**config.mk**
```make
export PLATFORM = sky130hd
export DESIGN_NAME = trap_unit
export DESIGN_NICKNAME = d
export VERILOG_FILES = /design/src/rtl/trap_unit.sv
export SDC_FILE = /design/constraint.sdc
export NUM_CORES = 1
export LEC_CHECK = 0
export CAP_MARGIN = 10
export CORE_ASPECT_RATIO = 0.7
export CORE_MARGIN = 5
export CORE_UTILIZATION = 37
export CTS_CLUSTER_SIZE = 30
export DETAILED_ROUTE_END_ITERATION = 16
export HOLD_SLACK_MARGIN = 0.03
export PLACE_DENSITY = 0.76
export SETUP_SLACK_MARGIN = 0.4
export SLEW_MARGIN = 30
export SYNTH_ARGS = -nofsm -noshare
export SYNTH_HDL_FRONTEND = slang
export SYNTH_SLANG_ARGS = --single-unit
```
**constraint.sdc**
```tcl
create_clock -name i_clk -period 1.9 [get_ports i_clk]
set_input_delay 0.38 -clock i_clk [delete_from_list [all_inputs] [get_ports i_clk]]
set_output_delay 0.38 -clock i_clk [all_outputs]
set_load 0.005 [all_outputs]
```
**src/rtl/trap_unit.sv**
```systemverilog
// Machine-mode trap sequencer: interrupts, exceptions, MRET and WFI sleep.
// Produces registered trap/MRET pulses, fetch redirects and a WFI stall.
package riscv_pkg;
    typedef struct packed {
        logic meip;
        logic mtip;
        logic msip;
    } interrupt_t;
endpackage

module trap_unit
    import riscv_pkg::*;
#(
    parameter int XLEN          = 32,
    parameter int HoldoffCycles = 2
) (
    input  logic            i_clk,
    input  logic            i_rst,
    input  logic            i_mstatus_mie,
    input  logic [XLEN-1:0] i_mie,
    input  interrupt_t      i_interrupts,
    input  logic [XLEN-1:0] i_mtvec,
    input  logic [XLEN-1:0] i_mepc,
    input  logic            i_instr_valid,
    input  logic [XLEN-1:0] i_instr_pc,
    input  logic            i_exception_valid,
    input  logic [XLEN-1:0] i_exception_cause,
    input  logic [XLEN-1:0] i_exception_tval,
    input  logic            i_mret,
    input  logic            i_wfi,
    output logic            o_trap_taken,
    output logic [XLEN-1:0] o_trap_pc,
    output logic [XLEN-1:0] o_trap_cause,
    output logic [XLEN-1:0] o_trap_value,
    output logic            o_mret_taken,
    output logic            o_redirect_valid,
    output logic [XLEN-1:0] o_redirect_pc,
    output logic            o_stall
);

    localparam logic [XLEN-1:0] CauseMei = {1'b1, {(XLEN-5){1'b0}}, 4'd11};
    localparam logic [XLEN-1:0] CauseMsi = {1'b1, {(XLEN-5){1'b0}}, 4'd3};
    localparam logic [XLEN-1:0] CauseMti = {1'b1, {(XLEN-5){1'b0}}, 4'd7};

    typedef enum logic [1:0] {
        IDLE,
        WFI_SLEEP,
        HOLDOFF
    } state_t;

    state_t          r_state, w_state_nx;
    logic [2:0]      r_cnt, w_cnt_nx;
    logic [XLEN-1:0] r_wake_pc, w_wake_nx;
    logic            r_trap, w_trap_nx;
    logic            r_mret, w_mret_nx;
    logic            r_stall, w_stall_nx;
    logic [XLEN-1:0] r_tpc, w_tpc_nx;
    logic [XLEN-1:0] r_tcause, w_tcause_nx;
    logic [XLEN-1:0] r_tval, w_tval_nx;
    logic [XLEN-1:0] r_rpc, w_rpc_nx;

    logic [XLEN-1:0] w_mip;
    logic [XLEN-1:0] w_vec;
    logic [XLEN-1:0] w_cause;
    logic            w_pend;
    logic            w_irq;

    always_comb begin
        w_mip     = '0;
        w_mip[11] = i_interrupts.meip;
        w_mip[7]  = i_interrupts.mtip;
        w_mip[3]  = i_interrupts.msip;
    end

    assign w_pend = |(w_mip & i_mie);
    assign w_irq  = i_mstatus_mie & w_pend;
    assign w_vec  = i_mtvec & ~XLEN'(3);

    always_comb begin
        w_cause = CauseMti;
        if (w_mip[11] && i_mie[11]) begin
            w_cause = CauseMei;
        end else if (w_mip[3] && i_mie[3]) begin
            w_cause = CauseMsi;
        end
    end

    always_comb begin
        w_state_nx  = r_state;
        w_cnt_nx    = r_cnt;
        w_wake_nx   = r_wake_pc;
        w_trap_nx   = 1'b0;
        w_mret_nx   = 1'b0;
        w_stall_nx  = r_stall;
        w_tpc_nx    = r_tpc;
        w_tcause_nx = r_tcause;
        w_tval_nx   = r_tval;
        w_rpc_nx    = r_rpc;
        unique case (r_state)
            IDLE: begin
                if (i_instr_valid) begin
                    if (w_irq) begin
                        w_trap_nx   = 1'b1;
                        w_tpc_nx    = i_instr_pc;
                        w_tcause_nx = w_cause;
                        w_tval_nx   = '0;
                        w_rpc_nx    = w_vec;
                        w_state_nx  = HOLDOFF;
                        w_cnt_nx    = 3'(HoldoffCycles);
                    end else if (i_exception_valid) begin
                        w_trap_nx   = 1'b1;
                        w_tpc_nx    = i_instr_pc;
                        w_tcause_nx = i_exception_cause;
                        w_tval_nx   = i_exception_tval;
                        w_rpc_nx    = w_vec;
                        w_state_nx  = HOLDOFF;
                        w_cnt_nx    = 3'(HoldoffCycles);
                    end else if (i_mret) begin
                        w_mret_nx  = 1'b1;
                        w_rpc_nx   = i_mepc;
                        w_state_nx = HOLDOFF;
                        w_cnt_nx   = 3'(HoldoffCycles);
                    end else if (i_wfi && !w_pend) begin
                        w_state_nx = WFI_SLEEP;
                        w_wake_nx  = i_instr_pc + XLEN'(4);
                        w_stall_nx = 1'b1;
                    end
                end
            end
            WFI_SLEEP: begin
                if (w_pend) begin
                    w_stall_nx = 1'b0;
                    w_state_nx = IDLE;
                    if (i_mstatus_mie) begin
                        w_trap_nx   = 1'b1;
                        w_tpc_nx    = r_wake_pc;
                        w_tcause_nx = w_cause;
                        w_tval_nx   = '0;
                        w_rpc_nx    = w_vec;
                        w_state_nx  = HOLDOFF;
                        w_cnt_nx    = 3'(HoldoffCycles);
                    end
                end
            end
            HOLDOFF: begin
                // counter reaches 0 on the last holdoff cycle
                if (r_cnt == 3'd0) begin
                    w_state_nx = IDLE;
                end else begin
                    w_cnt_nx = r_cnt - 3'd1;
                end
            end
            default: begin
                w_state_nx = IDLE;
            end
        endcase
    end

    always_ff @(posedge i_clk) begin
        if (i_rst) begin
            r_state   <= IDLE;
            r_cnt     <= '0;
            r_wake_pc <= '0;
            r_trap    <= 1'b0;
            r_mret    <= 1'b0;
            r_stall   <= 1'b0;
            r_tpc     <= '0;
            r_tcause  <= '0;
            r_tval    <= '0;
            r_rpc     <= '0;
        end else begin
            r_state   <= w_state_nx;
            r_cnt     <= w_cnt_nx;
            r_wake_pc <= w_wake_nx;
            r_trap    <= w_trap_nx;
            r_mret    <= w_mret_nx;
            r_stall   <= w_stall_nx;
            r_tpc     <= w_tpc_nx;
            r_tcause  <= w_tcause_nx;
            r_tval    <= w_tval_nx;
            r_rpc     <= w_rpc_nx;
        end
    end

    assign o_trap_taken     = r_trap;
    assign o_mret_taken     = r_mret;
    assign o_redirect_valid = r_trap | r_mret;
    assign o_redirect_pc    = r_rpc;
    assign o_trap_pc        = r_tpc;
    assign o_trap_cause     = r_tcause;
    assign o_trap_value     = r_tval;
    assign o_stall          = r_stall;

endmodule

```
==> summary by stage <==
Outcome
The flow ran to the end, and the final reports show no timing, DRC or antenna violations.

Global routing
The first-pass GRT wire length is 46,200 um. The maximum number of pins on one net before global-route repair is between 70 and 80. The number of antenna violations at the first check in global routing is 1. The number of global-route vias before repair is 7,968. Global routing consumed, over all layers together, 26.9% of the routing resources.

After global routing the overflow that remains totals 0.

Placement
Once placement completed, the tool counted placed cells totaling 1,337. The congestion estimate from routability-driven global placement came to approximately 0.84. Summing all placed instances gives a cell area of 10,900 um2. The count of input and output buffers is 302. Once detailed placement completed, the half-perimeter wirelength came to 17,300 um.

Drt
The routed design has 33,100 um of wire. The remaining antenna violation count after routing is 0. After detailed routing, the average wire length per cell comes to 22.5 um. The number of iterations in the first detailed-routing pass is 6. The via density per instance is 5.55. The DRC violations left is 0. Across all layers, the routed design uses 8,174 vias. The number of DRC markers after the initial detailed-route iteration is about 700.

Setup path
At the worst endpoint, the required time is 2.19 ns. The worst path arrival time is 2.08 ns. In this design, the critical path's most frequently occurring cell is buf_6. The endpoint class of the critical path is a flop.

The launching element type of the critical path is a primary input. Walking the worst path, the cells encountered are buf_6 -> a222oi_1 -> buf_4 -> buf_6 -> buf_6 -> and4_4 -> buf_12 -> buf_12 -> buf_8 -> buf_4 -> a211oi_2. The slowest stage of the critical path belongs to the cell a222oi_1. The kind of critical path is primary input to flop.

Along the worst path, the maximum fanout reaches 6. The delay of the slowest cell on the worst path is 0.41 ns.

Die
The die span in y is 124 um. The die covers 21,600 um2. In this run the count of I/O pins placed on the die edge is 334. The initial cell density of the core is between 30% and 40%. In this run the standard cell core region covers 18,200 um2. In this run the horizontal extent of the chip is roughly 170 um. The number of placement rows is 41.

Synth
The number of flops mapped to enable cells by yosys is 0. The summed instance area of the synthesized netlist is just under 7000 um2. After synthesis, the cell types taking the most area are dfxtp_1, nand2_1, a22o_1. The commonest register cell after synthesis is dfxtp_1.

Among all cell types in the netlist, the one instantiated most often is dfxtp_1. The largest total area in the synthesized netlist belongs to dfxtp_1. The commonest cells after synthesis are dfxtp_1, nand2_1, nor2_1. In the synthesized netlist the async set-or-reset flop fraction comes to 0%. The net count of the mapped netlist is about 970. The synthesized instance count is around 770.

The mean post-synth cell area is 9.03 um2. The sequential cell area fraction in the yosys report is 48.5%. In this run, synthesis produced a sequential element count of 168. The count of warnings emitted by yosys is 0. Summed over its instances, the top area cell type makes up 48.5% of the synthesized netlist area. Yosys mapped the design onto 42 distinct sky130hd cell types.

Clock network
The later-pin clock latency in the skew report is around 0.43 ns. The level count of the clock H-tree is 4. The TritonCTS clock tree is built. After clock tree synthesis, the clock-pin slew on the worst setup and hold paths is 0.07 ns. The clock net in this run drives a total of 168 sinks. The CTS buffer count is 17.

The clock tree buffer depth is 2. The tree is rooted in a clkbuf_16.

Timing
The remaining max-slew budget at the tightest pin is 58.9%. Setup repair after global routing could not meet its margin everywhere. For the pin with the worst max-slew slack, the measured transition is between 0.6 and 0.7 ns. The count of endpoints failing hold in the final timing report is 0. In the final timing run, aggregate negative setup slack is 0 ns.

The final number of setup-violating endpoints is 0. The count of pins over their slew limit was 0. Static timing analysis puts the maximum clock frequency at 560 MHz. After layout, the worst path uses 94.1% of the clock period. For the finished layout, the period the worst path requires is 1.79 ns.

Between clock sinks in the finished design, the worst skew comes to 0.0158 ns.

Power and ir drop
The power density over cell area is 737 nW/um2. The static leakage power is 7.34 nW. The largest vdd supply drop is about 580 uV.

Layout
The number of standard cells in the layout, taps in and fillers out is between 1,000 and 1,500. Compared with the post-synthesis result, the final layout area differs by 105%. The final net count is 1,427. The number of fill cells is between 1,000 and 1,500. Cells fill 78.0% of the core in the end.

The layout cell share with drive strength beyond 1 is 36.4%. The finished cells cover 14,200 um2.

Run
Across the run, the number of max-cap violations was 0.

Hold path
The class of the tightest hold or removal check is primary input to flop.
## sequential cells by signal (all words and copies together) (netlist names)
signal / cells
o_redirect_pc: 32
o_trap_cause: 32
o_trap_pc: 32
o_trap_value: 32
r_wake_pc: 32
r_cnt: 3
r_state: 2
o_mret_taken: 1
o_stall: 1
o_trap_taken: 1
## worst max-delay path, delay by kind of cell
kind / cells / cell delay [ns]
buffers and inverters: 8 / 0.97
AO/OA/AOI/OAI: 2 / 0.47
AND/OR/NAND/NOR: 1 / 0.24
## stage by stage
| stage | power (mW) | setup WS [ns] | hold slack (ns) |
|---|---|---|---|
| floorplan | 4.89 | -0.0741 | 0.453 |
| global placement | 6.06 | -0.495 | 0.444 |
| detailed placement | 6.09 | -0.531 | 0.457 |
| CTS | 10.2 | 0.167 | 0.378 |
| global route | 10.8 | 0.0470 | 0.362 |
| finish | 10.5 | 0.113 | 0.374 |
## what timing repair did
item                       CTS  global route
pin swaps                  118            88
buffers inserted            48            22
cloned                      27             5
gates resized for setup    290           207
hold buffers                 0             0
setup endpoints to repair  299           272
## worst paths after layout
check	start	endpoint	slack [ns]	depth (start not counted)
setup / recovery	i_interrupts[0]	r_wake_pc[4]	0.11	11
hold / removal	i_mie[11]	o_trap_cause[3]	0.37	4
setup reg to reg	r_state[1]	r_wake_pc[4]	0.12	7
hold reg to reg	o_redirect_pc[0]	o_redirect_pc[0]	0.46	2
## metal layers
metal | vias up | GRT usage, % | wire (um)
li1 | 3699 | - | -
met2 | 403 | 45.6 | 16300
met3 | 56 | 7.40 | 2650
met1 | 4016 | 33.6 | 13500
met5 | - | 0 | 0
met4 | 0 | 7.79 | 615
## cell usage in the layout (no fill, tap or decap), drive strengths merged, types with 12 or more instances in the layout
master	count
a211oi	30
a22o	59
a311oi	66
buf	204
clkbuf	24
clkdlybuf4s50	144
dfxtp	168
dlygate4sd2	42
dlymetal6s2s	104
inv	12
nand2	145
nand4	14
nor2	121
xor2	19
## layout make-up
cell class	instances	area (um2)	area share (%)
inverters	6	22.5	0.159
clock buffers	19	453	3.19
repair buffers	499	5740	40.4
diodes	1	2.50	0.0176
clock inverters	13	135	0.951
well taps	236	295	2.08
multi-input cells	530	4140	29.1
flip-flops and latches	168	3420	24.1
## where the power goes
group,switching [mW],internal [mW]
Combinational,1.31,1.66
Sequential,0.170,3.79
Clock,1.61,1.92
Total,3.09,7.37
## logic make-up after synthesis
kind of cell | count (synthesis) | share of synthesized area, %
buf+inv | 69 | 4.53
compound gates | 172 | 22.8
flops | 168 | 48.5
mux | 3 | 0.433
simple gates | 326 | 19.9
xor+xnor | 26 | 3.29
fa+ha+maj | 3 | 0.542
No activity file was read; power rests on OpenSTA's default activity.
